<file path="config.mk">
export PLATFORM = sky130hd
export DESIGN_NAME = mc_exec_dp
export DESIGN_NICKNAME = d
export VERILOG_FILES = /design/src/rtl/mc_exec_pkg.sv /design/src/rtl/mc_exec_alu.sv /design/src/rtl/mc_exec_dp.sv
export SDC_FILE = /design/constraint.sdc
export NUM_CORES = 1
export LEC_CHECK = 0
export CAP_MARGIN = 20
export CORE_AREA = 2 2 356 358
export DETAILED_ROUTE_END_ITERATION = 16
export DIE_AREA = 0 0 358 360
export PLACE_DENSITY = 0.5
export SLEW_MARGIN = 15
export SYNTH_ARGS = -nofsm -noshare
export SYNTH_HDL_FRONTEND = slang
export SYNTH_SLANG_ARGS = --single-unit
export TNS_END_PERCENT = 5
</file>
<file path="constraint.sdc">
create_clock -name clk -period 6.9 [get_ports clk]
set_input_delay 2.07 -clock clk [delete_from_list [all_inputs] [get_ports clk]]
set_output_delay 2.07 -clock clk [all_outputs]
set_load 0.02 [all_outputs]
</file>
<file path="src/rtl/mc_exec_pkg.sv">
// ============================================================================
//  Module   : mc_exec_pkg
//  Purpose  : Op codes, condition codes, FSM encoding and flag bundle shared
//             by the multi-cycle execute datapath.
//  Revision : 1.0  initial release
// ============================================================================
`default_nettype none

package mc_exec_pkg;

   localparam logic [2:0] c_op_add = 3'b000;
   localparam logic [2:0] c_op_sub = 3'b001;
   localparam logic [2:0] c_op_rsb = 3'b010;
   localparam logic [2:0] c_op_and = 3'b011;
   localparam logic [2:0] c_op_not = 3'b100;
   localparam logic [2:0] c_op_mov = 3'b101;
   localparam logic [2:0] c_op_cmp = 3'b110;
   localparam logic [2:0] c_op_tst = 3'b111;

   localparam logic [1:0] c_cond_al = 2'b00;
   localparam logic [1:0] c_cond_eq = 2'b01;
   localparam logic [1:0] c_cond_gt = 2'b10;
   localparam logic [1:0] c_cond_nv = 2'b11;

   localparam logic [1:0] c_st_idle = 2'd0;
   localparam logic [1:0] c_st_read = 2'd1;
   localparam logic [1:0] c_st_exec = 2'd2;
   localparam logic [1:0] c_st_wb   = 2'd3;

   typedef struct packed {
      logic c;
      logic v;
      logic n;
      logic z;
   } flags_t;

endpackage

`default_nettype wire

</file>
<file path="src/rtl/mc_exec_alu.sv">
// ============================================================================
//  Module   : mc_exec_alu
//  Purpose  : Combinational ALU; one shared adder serves ADD/SUB/RSB/CMP.
//  Revision : 1.0  initial release
// ============================================================================
`default_nettype none

module mc_exec_alu
   import mc_exec_pkg::*;
#(
   parameter int WIDTH = 32
) (
   input  logic [2:0]       op,
   input  logic [WIDTH-1:0] a,
   input  logic [WIDTH-1:0] b,
   output logic [WIDTH-1:0] y,
   output flags_t           flags
);

   logic [WIDTH-1:0] w_x;
   logic [WIDTH-1:0] w_yop;
   logic             w_cin;
   logic [WIDTH:0]   w_sum;

   // Subtraction is x + ~y + 1, so carry-out reads as "no borrow".
   always_comb begin
      w_x   = a;
      w_yop = b;
      w_cin = 1'b0;
      case (op)
         c_op_sub, c_op_cmp: begin w_yop = ~b; w_cin = 1'b1; end
         c_op_rsb:           begin w_x = b; w_yop = ~a; w_cin = 1'b1; end
         default: ;
      endcase
   end

   assign w_sum = {1'b0, w_x} + {1'b0, w_yop} + {{WIDTH{1'b0}}, w_cin};

   always_comb begin
      y       = w_sum[WIDTH-1:0];
      flags.c = w_sum[WIDTH];
      flags.v = (w_x[WIDTH-1] == w_yop[WIDTH-1]) && (w_sum[WIDTH-1] != w_x[WIDTH-1]);
      case (op)
         c_op_and, c_op_tst: y = a & b;
         c_op_not:           y = ~b;
         c_op_mov:           y = b;
         default: ;
      endcase
      if (op == c_op_and || op == c_op_tst || op == c_op_not || op == c_op_mov) begin
         flags.c = 1'b0;
         flags.v = 1'b0;
      end
      flags.n = y[WIDTH-1];
      flags.z = (y == '0);
   end

endmodule

`default_nettype wire

</file>
<file path="src/rtl/mc_exec_dp.sv">
// ============================================================================
//  Module   : mc_exec_dp
//  Purpose  : Four-state (IDLE/READ/EXEC/WB) conditional execute datapath with
//             register file and NZCV flags. Option: MC_EXEC_R0_ZERO_EN makes
//             register 0 read as zero and discard writes.
//  Revision : 1.0  initial release
// ============================================================================
`default_nettype none

module mc_exec_dp
   import mc_exec_pkg::*;
#(
   parameter  int WIDTH = 32,
   parameter  int NREG  = 16,
   localparam int AW    = $clog2(NREG)
) (
   input  logic             clk,
   input  logic             rst,
   input  logic             start,
   input  logic [2:0]       op,
   input  logic [1:0]       cond,
   input  logic             setf,
   input  logic             use_imm,
   input  logic [AW-1:0]    ra,
   input  logic [AW-1:0]    rb,
   input  logic [AW-1:0]    rd,
   input  logic [WIDTH-1:0] imm,
   output logic             busy,
   output logic             done,
   output logic [WIDTH-1:0] result,
   output logic             c,
   output logic             v,
   output logic             n,
   output logic             z,
   input  logic [AW-1:0]    dbg_addr,
   output logic [WIDTH-1:0] dbg_data
);

   logic [1:0]       r_state;
   logic [1:0]       w_state_nxt;
   logic [WIDTH-1:0] r_regs [NREG];
   logic [2:0]       r_op;
   logic [1:0]       r_cond;
   logic             r_setf;
   logic [AW-1:0]    r_rd;
   logic [WIDTH-1:0] r_opa;
   logic [WIDTH-1:0] r_opb;
   logic [WIDTH-1:0] r_result;
   flags_t           r_flags;
   flags_t           r_res_flags;
   logic             r_cond_ok;
   logic [WIDTH-1:0] w_a;
   logic [WIDTH-1:0] w_b;
   logic [WIDTH-1:0] w_alu_y;
   flags_t           w_alu_flags;
   logic             w_cond_ok;
   logic             w_cmp_tst;
   logic             w_wr_en;
   logic             w_flag_en;

   always_ff @(posedge clk) begin
      if (rst) r_state <= c_st_idle;
      else     r_state <= w_state_nxt;
   end

   always_comb begin
      w_state_nxt = r_state;
      case (r_state)
         c_st_idle: if (start) w_state_nxt = c_st_read;
         c_st_read: w_state_nxt = c_st_exec;
         c_st_exec: w_state_nxt = c_st_wb;
         c_st_wb:   w_state_nxt = c_st_idle;
         default:   w_state_nxt = c_st_idle;
      endcase
   end

   always_comb begin
      busy = (r_state != c_st_idle);
      done = (r_state == c_st_wb);
   end

   always_comb begin
      w_a      = r_regs[ra];
      w_b      = r_regs[rb];
      dbg_data = r_regs[dbg_addr];
`ifdef MC_EXEC_R0_ZERO_EN
      if (ra == '0)       w_a      = '0;
      if (rb == '0)       w_b      = '0;
      if (dbg_addr == '0) dbg_data = '0;
`endif
   end

   mc_exec_alu #(.WIDTH(WIDTH)) u_alu (
      .op    (r_op),
      .a     (r_opa),
      .b     (r_opb),
      .y     (w_alu_y),
      .flags (w_alu_flags)
   );

   always_comb begin
      w_cond_ok = 1'b0;
      case (r_cond)
         c_cond_al: w_cond_ok = 1'b1;
         c_cond_eq: w_cond_ok = r_flags.z;
         c_cond_gt: w_cond_ok = !r_flags.z && (r_flags.n == r_flags.v);
         c_cond_nv: w_cond_ok = 1'b0;
         default:   w_cond_ok = 1'b0;
      endcase
   end

   assign w_cmp_tst = (r_op == c_op_cmp) || (r_op == c_op_tst);
   assign w_flag_en = (r_state == c_st_wb) && r_cond_ok && (r_setf || w_cmp_tst);
`ifdef MC_EXEC_R0_ZERO_EN
   assign w_wr_en = (r_state == c_st_wb) && r_cond_ok && !w_cmp_tst && (r_rd != '0);
`else
   assign w_wr_en = (r_state == c_st_wb) && r_cond_ok && !w_cmp_tst;
`endif

   always_ff @(posedge clk) begin
      if (rst) begin
         r_op        <= '0;
         r_cond      <= '0;
         r_setf      <= 1'b0;
         r_rd        <= '0;
         r_opa       <= '0;
         r_opb       <= '0;
         r_result    <= '0;
         r_res_flags <= '0;
         r_cond_ok   <= 1'b0;
         r_flags     <= '0;
      end else begin
         if (r_state == c_st_read) begin
            r_op   <= op;
            r_cond <= cond;
            r_setf <= setf;
            r_rd   <= rd;
            r_opa  <= w_a;
            r_opb  <= use_imm ? imm : w_b;
         end
         if (r_state == c_st_exec) begin
            r_result    <= w_alu_y;
            r_res_flags <= w_alu_flags;
            r_cond_ok   <= w_cond_ok;
         end
         if (w_flag_en) r_flags <= r_res_flags;
      end
   end

   always_ff @(posedge clk) begin
      if (rst) begin
         for (int i = 0; i < NREG; i++) r_regs[i] <= '0;
      end else if (w_wr_en) begin
         r_regs[r_rd] <= r_result;
      end
   end

   assign result = r_result;
   assign c      = r_flags.c;
   assign v      = r_flags.v;
   assign n      = r_flags.n;
   assign z      = r_flags.z;

endmodule

`default_nettype wire

</file>
; ---- Word level (Yosys, flattened, before mapping)
; Memories as Yosys holds them, arrays and structs flattened. A register that Yosys moved wholly into a read port is not among the register bits.
; Index checks and enable logic that the tools add are counted.
[op_classes]
addsub = 2
eq_ne = 17
n_mux = 17
n_bitwise = 3
reduce_logical = 20
[op_table]
columns = op, count
row1 = $mux W32, 3
row2 = $pmux W32 S3, 1
row3 = $not A32 Y32, 2
row4 = $pmux W32 S2, 1
row5 = $add A32 B32 Y33, 1
row6 = $add A33 B1 Y33, 1
row7 = $and A32 B32 Y32, 1
row8 = $logic_not A32 Y1, 1
row9 = $reduce_or A32 Y1, 1
row10 = $eq A3 B3 Y1 const B, 4
row11 = $eq A2 B2 Y1 const B, 4
row12 = $pmux W2 S4, 1
row13 = $mux W1, 7
row14 = $eq A3 B2 Y1 const B, 2
row15 = $logic_and A1 B1 Y1, 5
row16 = $logic_or A1 B1 Y1, 5
row17 = $eq A2 B1 Y1 const B, 2
row18 = $logic_not A2 Y1, 2
row19 = $mux W2, 2
row20 = $mux W4, 1
row21 = $pmux W1 S4, 1
row22 = $reduce_or A2 Y1, 2
row23 = $eq A3 B1 Y1 const B, 1
row24 = $reduce_or A3 Y1, 1
row25 = other kinds (5), 7
[word_totals]
ff_bits = 85
ramBits = 512
inputBits = 58
out_inout_bits = 70
elab_cells = 76
n_memories = 1
[mem_list]
columns = name, depth, word_bits, read_ports, rd_clocked_by_memory_dff, wr, line
row1 = r_regs, 16, 32, 3, 1, 16, mc_exec_dp.sv:41  ; logic [WIDTH-1:0] r_regs [NREG];

; ---- Longest topological paths before layout
; Gate-level depths: netlist of the first run.
[logic_depth]
ltp_word = 9
ltp_mapped = 22
mapped_depth_nobuf = 18

; ---- Modules after synthesis
; Synthesis of the first run repeated with hierarchy kept, for this count alone.
[unflattened]
cells_unflattened = 3496
area_unflattened_um2 = 40163.5
[by_module_without_submodules]
columns = mod, n_inst, cells_each, area_each_um2, seq_area_each_um2
row1 = mc_exec_dp, 1, 2774, 36165.9, 17717.0
row2 = mc_exec_alu, 1, 722, 3997.6, 0.0

; ---- Least setup slack after synthesis of the first run
; No wires, ideal clock.
[synth_timing]
path_kind = in2out
start = input dbg_addr[0]
end = output dbg_data[11]
t_arrival_ns = 3.981
required_time_ns = 4.830
setup_slack_ns = 0.849
path_stages = 4
n_path_buf = 2
path_cell_list = buf_2 > buf_1 > mux4_2 > mux4_2
[synth_via]
elab_chain_cells = 1
[synth_rtl]
columns = element, line
row1 = from (decl), mc_exec_dp.sv:35  ; input logic [AW-1:0] dbg_addr,
row2 = $mem_v2 Z16 W32, --
row3 = to (decl), mc_exec_dp.sv:36  ; output logic [WIDTH-1:0] dbg_data
; Every way passes these cells.

; ---- Final worst setup path of the first run
[layout_timing]
start = input dbg_addr[0]
end = output dbg_data[15]
; The elaborated chain is that of the path after synthesis.

==> out/metrics.csv, run 1 <==
metric;value;unit
Max Freq;0.1548;GHz
Final ANT Viol Nets;0;
warnings from Yosys;0;
buffers plus inverters on the worst setup path;3;
Lkg Pwr;15.44;nW
initial antenna violation count;10;
iteration count of the initial detailed-routing pass;6;
count of different cell masters after synthesis;81;
Gate Count Post-Synth;2918;
# resized after CTS;0;
Avg Cell Area, Syn;13.59;µm²
leading area contributor after synthesis;edfxtp_1;
Crit. End Element;output pin;
post-synthesis async set-or-reset flop share;0;%
register bit count reported by yosys;628;
Clock Tree Buf Depth;3;
syn nets;3015;
CTS tree;yes;
setup_tns;0;ns
Worst path most repeated cell;mux4_2;
DP Wirelength;93.25;mm
Worst R2R End;r_res_flags[0];
Worst path max stage delay;0.58;ns
Mapped Area;0.03967;mm²
worst slack, placed;0.4218;ns
critical path data required time;4.83;ns
ys flop type;edfxtp_1;
vias after detailed routing;27420;
largest cells by area after synthesis;edfxtp_1 (39%), mux4_2 (27%), and2_1 (7.7%);
post-route DRC violation count;0;
Sink Count;628;
Final Cycle Share;93.64;%
Final Critical Period;6.461;ns
overall fraction of global-route tracks in use;22.05;%
post-layout net count;2991;
CP Launch Type;primary input;
root buf cell;clkbuf_16;
max-cap violations;0;
core area;0.1249;mm²
HP Class;reg2reg;
Via density;5.954;
H-tree depth;3;
number of DRC markers in iteration 0;3275;
die width;358;µm
Inserted Clock Buffers;75;
critical path type;in2out;
Hold-fix buffers, CTS;0;
Max VDD drop;0.0001700;V
RePlAce Congestion;0.9034;
Setup Skew;0.03164;ns
Antenna Cells;0;
hold violation total from the final report;0;
number of setup buffers added after CTS;0;
post-synth top area share;38.76;%
share of cells above drive strength 1;26.94;%
final-report max-slew violation count;0;
worst skew pair latency;0.64;ns
Worst Min Path Start;r_cond_ok;
cell family with most CP delay;buffers and inverters;
WL final;143.3;mm
outcome;complete, no violations;
I/O Pins;128;
hold endpoint;r_cond_ok;
Clk pin slew, worst setup/hold paths;0.06;ns
full die area;0.1289;mm²
EDFF count, synth;512;
reg2reg start;r_op[1];
pin count of the biggest net entering global routing;88;
WP data arrival;4.39;ns
synth-to-layout area growth;14.21;%
die span in y;360;µm
R2R setup slack;1.04;ns
CP Max Fanout;43;
RSZ-0062 raised after global routing;false;
WL per Instance;31.13;µm
Initial Utilization;31.75;%
R2R cell count;19;
Worst path slowest cell;clkdlybuf4s50_1;
grt total ovfl;0;
Hold Path Depth;2;
Setup WS post-layout;0.4387;ns
CP cell instances;clkbuf_8 -> buf_12 -> mux4_2 -> mux4_2 -> clkdlybuf4s50_1;
sequential area share after synthesis;44.61;%
global-route wire length before repair;204.4;mm
site row count;130;
vias in the first global route;27620;
Power Density;286.4;mW/mm²
# port buffers;127;
final setup fails;0;
Worst-Margin Slew;1.101;ns
Max transition margin;26.31;%
-- flip-flops by register name, indices dropped and copies added, names as in the netlist --
signal and cells:
result 32, r_regs 512, v 1, c 1, r_opb 32, r_setf 1, r_cond 2, z 1
n 1, r_opa 32, r_cond_ok 1, r_rd 4, r_op 3, r_res_flags 3, r_state 2
-- worst min-delay path: cells and delay by family, from the launching register on --
family	cells	cell delay (ns)
DFF	1	0.31
and+or+nand+nor	1	0.05
AOI/OAI and AO/OA	1	0.05
-- final cells by class --
cell class	count	area, µm²
clock inverters	42	432.9
multi-input cells	1957	20910
clock buffers	96	1998
fillers	11790	79620
well taps	1650	2064
repair buffers	215	2135
flip-flops and latches	628	17700
inverters	17	63.81
-- kinds of logic after synthesis --
| kind of cell | synth area share (%) |
|---|---|
| multiplexers | 31.51 |
| flip-flops | 44.61 |
| adder cells (fa/ha/maj) | 1.249 |
| AND/OR/NAND/NOR | 12.31 |
| buffers and inverters | 3.381 |
| AO/OA/AOI/OAI | 6.113 |
| XOR/XNOR | 0.8170 |
-- cell usage in the layout (no fill, tap or decap), drive strengths merged, types with 21 or more instances in the layout --
master | Yosys | final
mux2 | 46 | 46
o22ai | 23 | 23
clkdlybuf4s50 | 0 | 110
nor3 | 50 | 50
o21ai | 52 | 52
a211oi | 48 | 48
dfxtp | 116 | 116
nand2 | 77 | 77
mux2i | 117 | 117
mux4 | 480 | 480
xnor2 | 23 | 23
nand3 | 30 | 30
inv | 15 | 21
and2 | 486 | 486
edfxtp | 512 | 512
a21oi | 98 | 98
buf | 83 | 102
ha | 38 | 38
nor2 | 160 | 160
a22oi | 26 | 26
clkinv | 2 | 27
clkbuf | 233 | 99
-- stage by stage --
| stage | hold WS, ns | util, % | total power [mW] | cells | instance area (µm²) |
|---|---|---|---|---|---|
| 2_1_floorplan | 0.4322 | - | 7.580 | 2918 | 39670 |
| 3_3_place_gp | 0.4501 | 34.27 | 8.930 | 4464 | 42800 |
| 3_5_place_dp | 0.4531 | 34.31 | 8.989 | 4466 | 42860 |
| 4_1_cts | 0.4622 | 36.25 | 12.99 | 4604 | 45290 |
| 5_1_grt | 0.4793 | 36.27 | 13.53 | 4605 | 45300 |
| 6_report | 0.4580 | 36.27 | 12.98 | 4605 | 45300 |
-- synth_stat cells (all sizes together) (8+ instances only) --
cell and count:
edfxtp 512, and2 486, mux4 480, clkbuf 233
nor2 160, mux2i 117, dfxtp 116, a21oi 98
buf 83, nand2 77, o21ai 52, nor3 50
a211oi 48, mux2 46, ha 38, nand3 30
a22oi 26, o22ai 23, xnor2 23, a221oi 18
inv 15, nand4 14, xor2 14, nor2b 13
nor4 13, a21o 11, nand2b 9, o22a 9
a31oi 8, o21a 8, o21bai 8
-- metal layers --
| metal | vias up | wire length [µm] | global-route usage (%) |
|---|---|---|---|
| li1 | 11440 | - | - |
| met1 | 14350 | 57590 | 29.34 |
| met2 | 1348 | 69310 | 35.99 |
| met3 | 273 | 11740 | 4.188 |
| met4 | 6 | 4664 | 7.425 |
| met5 | - | 41 | 0 |
-- worst max-delay path by stage --
stage,startpoint,cells after the start,slack [ns],endpoint
after floorplan,dbg_addr[0],4,0.85,dbg_data[11]
after global placement,dbg_addr[0],5,0.45,dbg_data[31]
after detailed placement,dbg_addr[0],5,0.42,dbg_data[19]
after CTS,dbg_addr[0],5,0.41,dbg_data[19]
after global routing,dbg_addr[0],5,0.36,dbg_data[19]
final,dbg_addr[0],5,0.44,dbg_data[15]
-- power by group --
group          switching (mW)  internal (mW)  total (mW)
Clock                    1.68           2.33        4.00
Combinational            2.40           1.63        4.04
Sequential              0.573           4.37        4.94
Total                    4.65           8.32        13.0
Note: power is estimated with default switching activity, not from simulation.
==> run 2: changes to the inputs <==
--- a/config.mk
+++ b/config.mk
@@ -6,10 +6,12 @@
 export NUM_CORES = 1
 export LEC_CHECK = 0
 export CAP_MARGIN = 20
+export CELL_PAD_IN_SITES_DETAIL_PLACEMENT = 1
+export CELL_PAD_IN_SITES_GLOBAL_PLACEMENT = 2
 export CORE_AREA = 2 2 356 358
 export DETAILED_ROUTE_END_ITERATION = 16
 export DIE_AREA = 0 0 358 360
-export PLACE_DENSITY = 0.5
+export PLACE_DENSITY = 0.63
 export SLEW_MARGIN = 15
 export SYNTH_ARGS = -nofsm -noshare
 export SYNTH_HDL_FRONTEND = slang
==> out/metrics.csv, run 2 (synthesis gave the netlist of run 1 again) <==
metric;value;unit;change
CP cell instances;clkbuf_8 -> buf_4 -> mux4_2 -> mux4_2 -> clkdlybuf4s50_1;;was clkbuf_8 -> buf_12 -> mux4_2 -> mux4_2 -> clkdlybuf4s50_1
worst slack, placed;0.3696;ns;was 0.4218 ns
worst skew pair latency;0.67;ns;was 0.64 ns
Hold-fix buffers, CTS;0;;unchanged
share of cells above drive strength 1;27.74;%;was 26.94%
max-cap violations;0;;unchanged
I/O Pins;128;;unchanged
Final Critical Period;6.513;ns;was 6.461 ns
R2R setup slack;1.33;ns;was 1.04 ns
Worst path most repeated cell;mux4_2;;unchanged
root buf cell;clkbuf_16;;unchanged
critical path type;in2out;;unchanged
Worst-Margin Slew;1.157;ns;was 1.101 ns
initial antenna violation count;9;;was 10
post-layout net count;3005;;was 2,991
full die area;0.1289;mm²;unchanged
Final Cell Area;0.04558;mm²;was 0.04530 mm²
die width;358;µm;unchanged
global-route wire length before repair;219.8;mm;was 204.4 mm
dpl cells;4478;;was 4,466
setup_tns;0;ns;unchanged
DP Wirelength;99.89;mm;was 93.25 mm
commonest cells after routing, fill and taps aside;edfxtp_1 (512), and2_1 (486), mux4_2 (480);;unchanged
Worst path max stage delay;0.59;ns;was 0.58 ns
site row count;130;;unchanged
Final ANT Viol Nets;0;;unchanged
WP data arrival;4.44;ns;was 4.39 ns
overall fraction of global-route tracks in use;23.78;%;was 22.05%
CP Max Fanout;26;;was 43
Via density;6.068;;was 5.954
Power Density;290.5;mW/mm²;was 286.4 mW/mm²
WL per Instance;33.35;µm;was 31.13 µm
Crit. End Element;output pin;;unchanged
number of setup buffers added after CTS;0;;unchanged
Layout fillers;12860;;was 11,790
FF+latch area;0.01771;mm²;was 0.01770 mm²
Max transition margin;22.85;%;was 26.31%
most common cell after layout, fill and taps aside;edfxtp_1;;unchanged
RePlAce Congestion;0.8606;;was 0.9034
outcome;complete, no violations;;unchanged
Clk pin slew, worst setup/hold paths;0.06;ns;about the same
number of DRC markers in iteration 0;2707;;was 3,275
# port buffers;127;;unchanged
H-tree depth;3;;unchanged
Post-DP Area;0.04299;mm²;was 0.04286 mm²
Initial Utilization;31.75;%;unchanged
vias in the first global route;28990;;was 27,620
Sink Count;628;;unchanged
critical path data required time;4.83;ns;about the same
Multi-input gate area;0.02090;mm²;was 0.02091 mm²
CTS tree;yes;;unchanged
vias after detailed routing;28030;;was 27,420
Clock Tree Buf Depth;3;;unchanged
iteration count of the initial detailed-routing pass;5;;was 6
HP Class;reg2reg;;unchanged
Setup WS post-layout;0.3870;ns;was 0.4387 ns
final setup fails;0;;unchanged
grt total ovfl;0;;unchanged
Max VDD drop;0.0001690;V;was 0.0001700 V
pin count of the biggest net entering global routing;91;;was 88
Lkg Pwr;15.59;nW;was 15.44 nW
WL final;154.1;mm;was 143.3 mm
core area;0.1249;mm²;unchanged
post-layout util;36.49;%;was 36.27%
# resized after CTS;0;;unchanged
largest reg by FF count;r_regs;;unchanged
Finished Layout Cells;4620;;was 4,605
final-report max-slew violation count;0;;unchanged
Setup Skew;0.03622;ns;was 0.03164 ns
hold violation total from the final report;0;;unchanged
Worst path slowest cell;clkdlybuf4s50_1;;unchanged
CP Launch Type;primary input;;unchanged
Max Freq;0.1535;GHz;was 0.1548 GHz
max reg flops;512;;unchanged
Inserted Clock Buffers;75;;unchanged
synth-to-layout area growth;14.90;%;was 14.21%
Final Cycle Share;94.39;%;was 93.64%
post-route DRC violation count;0;;unchanged
RSZ-0062 raised after global routing;false;;unchanged
die span in y;360;µm;unchanged
-- run 2: cell types whose count changed in the layout (fill, tap and decap cells not counted), sizes merged --
cell | previous run | this run
bufinv | 7 | 8
clkinvlp | 4 | 6
clkinv | 27 | 22
buf | 102 | 117
diode | 0 | 3
clkbuf | 99 | 100
inv | 21 | 20
clkdlybuf4s50 | 110 | 109
-- run 2: routing by layer --
layer / wire (µm) / vias to the layer above / global-route usage (%)
met5: 0 / - / 0
li1: - / 11470 / -
met1: 64310 / 15140 / 31.96
met3: 10500 / 262 / 4.167
met4: 4423 / 0 / 7.318
met2: 74850 / 1169 / 39.01
-- run 2: layout make-up --
cell class / count / share of cell area (%)
inverters: 17 / 0.1400
clock buffers: 97 / 4.568
diodes: 3 / 0.01647
repair buffers: 229 / 5.100
well taps: 1650 / 4.529
multi-input cells: 1957 / 45.86
flip-flops and latches: 628 / 38.85
clock inverters: 39 / 0.9416
-- run 2: final timing paths --
path,start,endpoint,cells past startpoint
setup / recovery,dbg_addr[0],dbg_data[27],5
hold / removal,r_cond_ok,r_cond_ok,2
setup reg to reg,r_op[0],r_res_flags[0],19
hold reg to reg,r_cond_ok,r_cond_ok,2
-- run 2: power by group --
group	switching (mW)	total [mW]	internal (mW)
logic	2.52	4.17	1.66
registers	0.547	4.91	4.36
clock network	1.72	4.15	2.44
-- run 2: worst max-delay path, delay by kind of cell --
kind                   cells  cell delay [ns]
muxes                      2             1.07
buffers and inverters      3             1.24
-- run 2: stage by stage --
stage          hold WS [ns]  total power, mW
3_3_place_gp         0.4449            9.047
5_1_grt              0.4819            13.81
3_5_place_dp         0.4543            9.139
6_report             0.4572            13.24
4_1_cts              0.4602            13.32
2_1_floorplan        0.4322            7.580
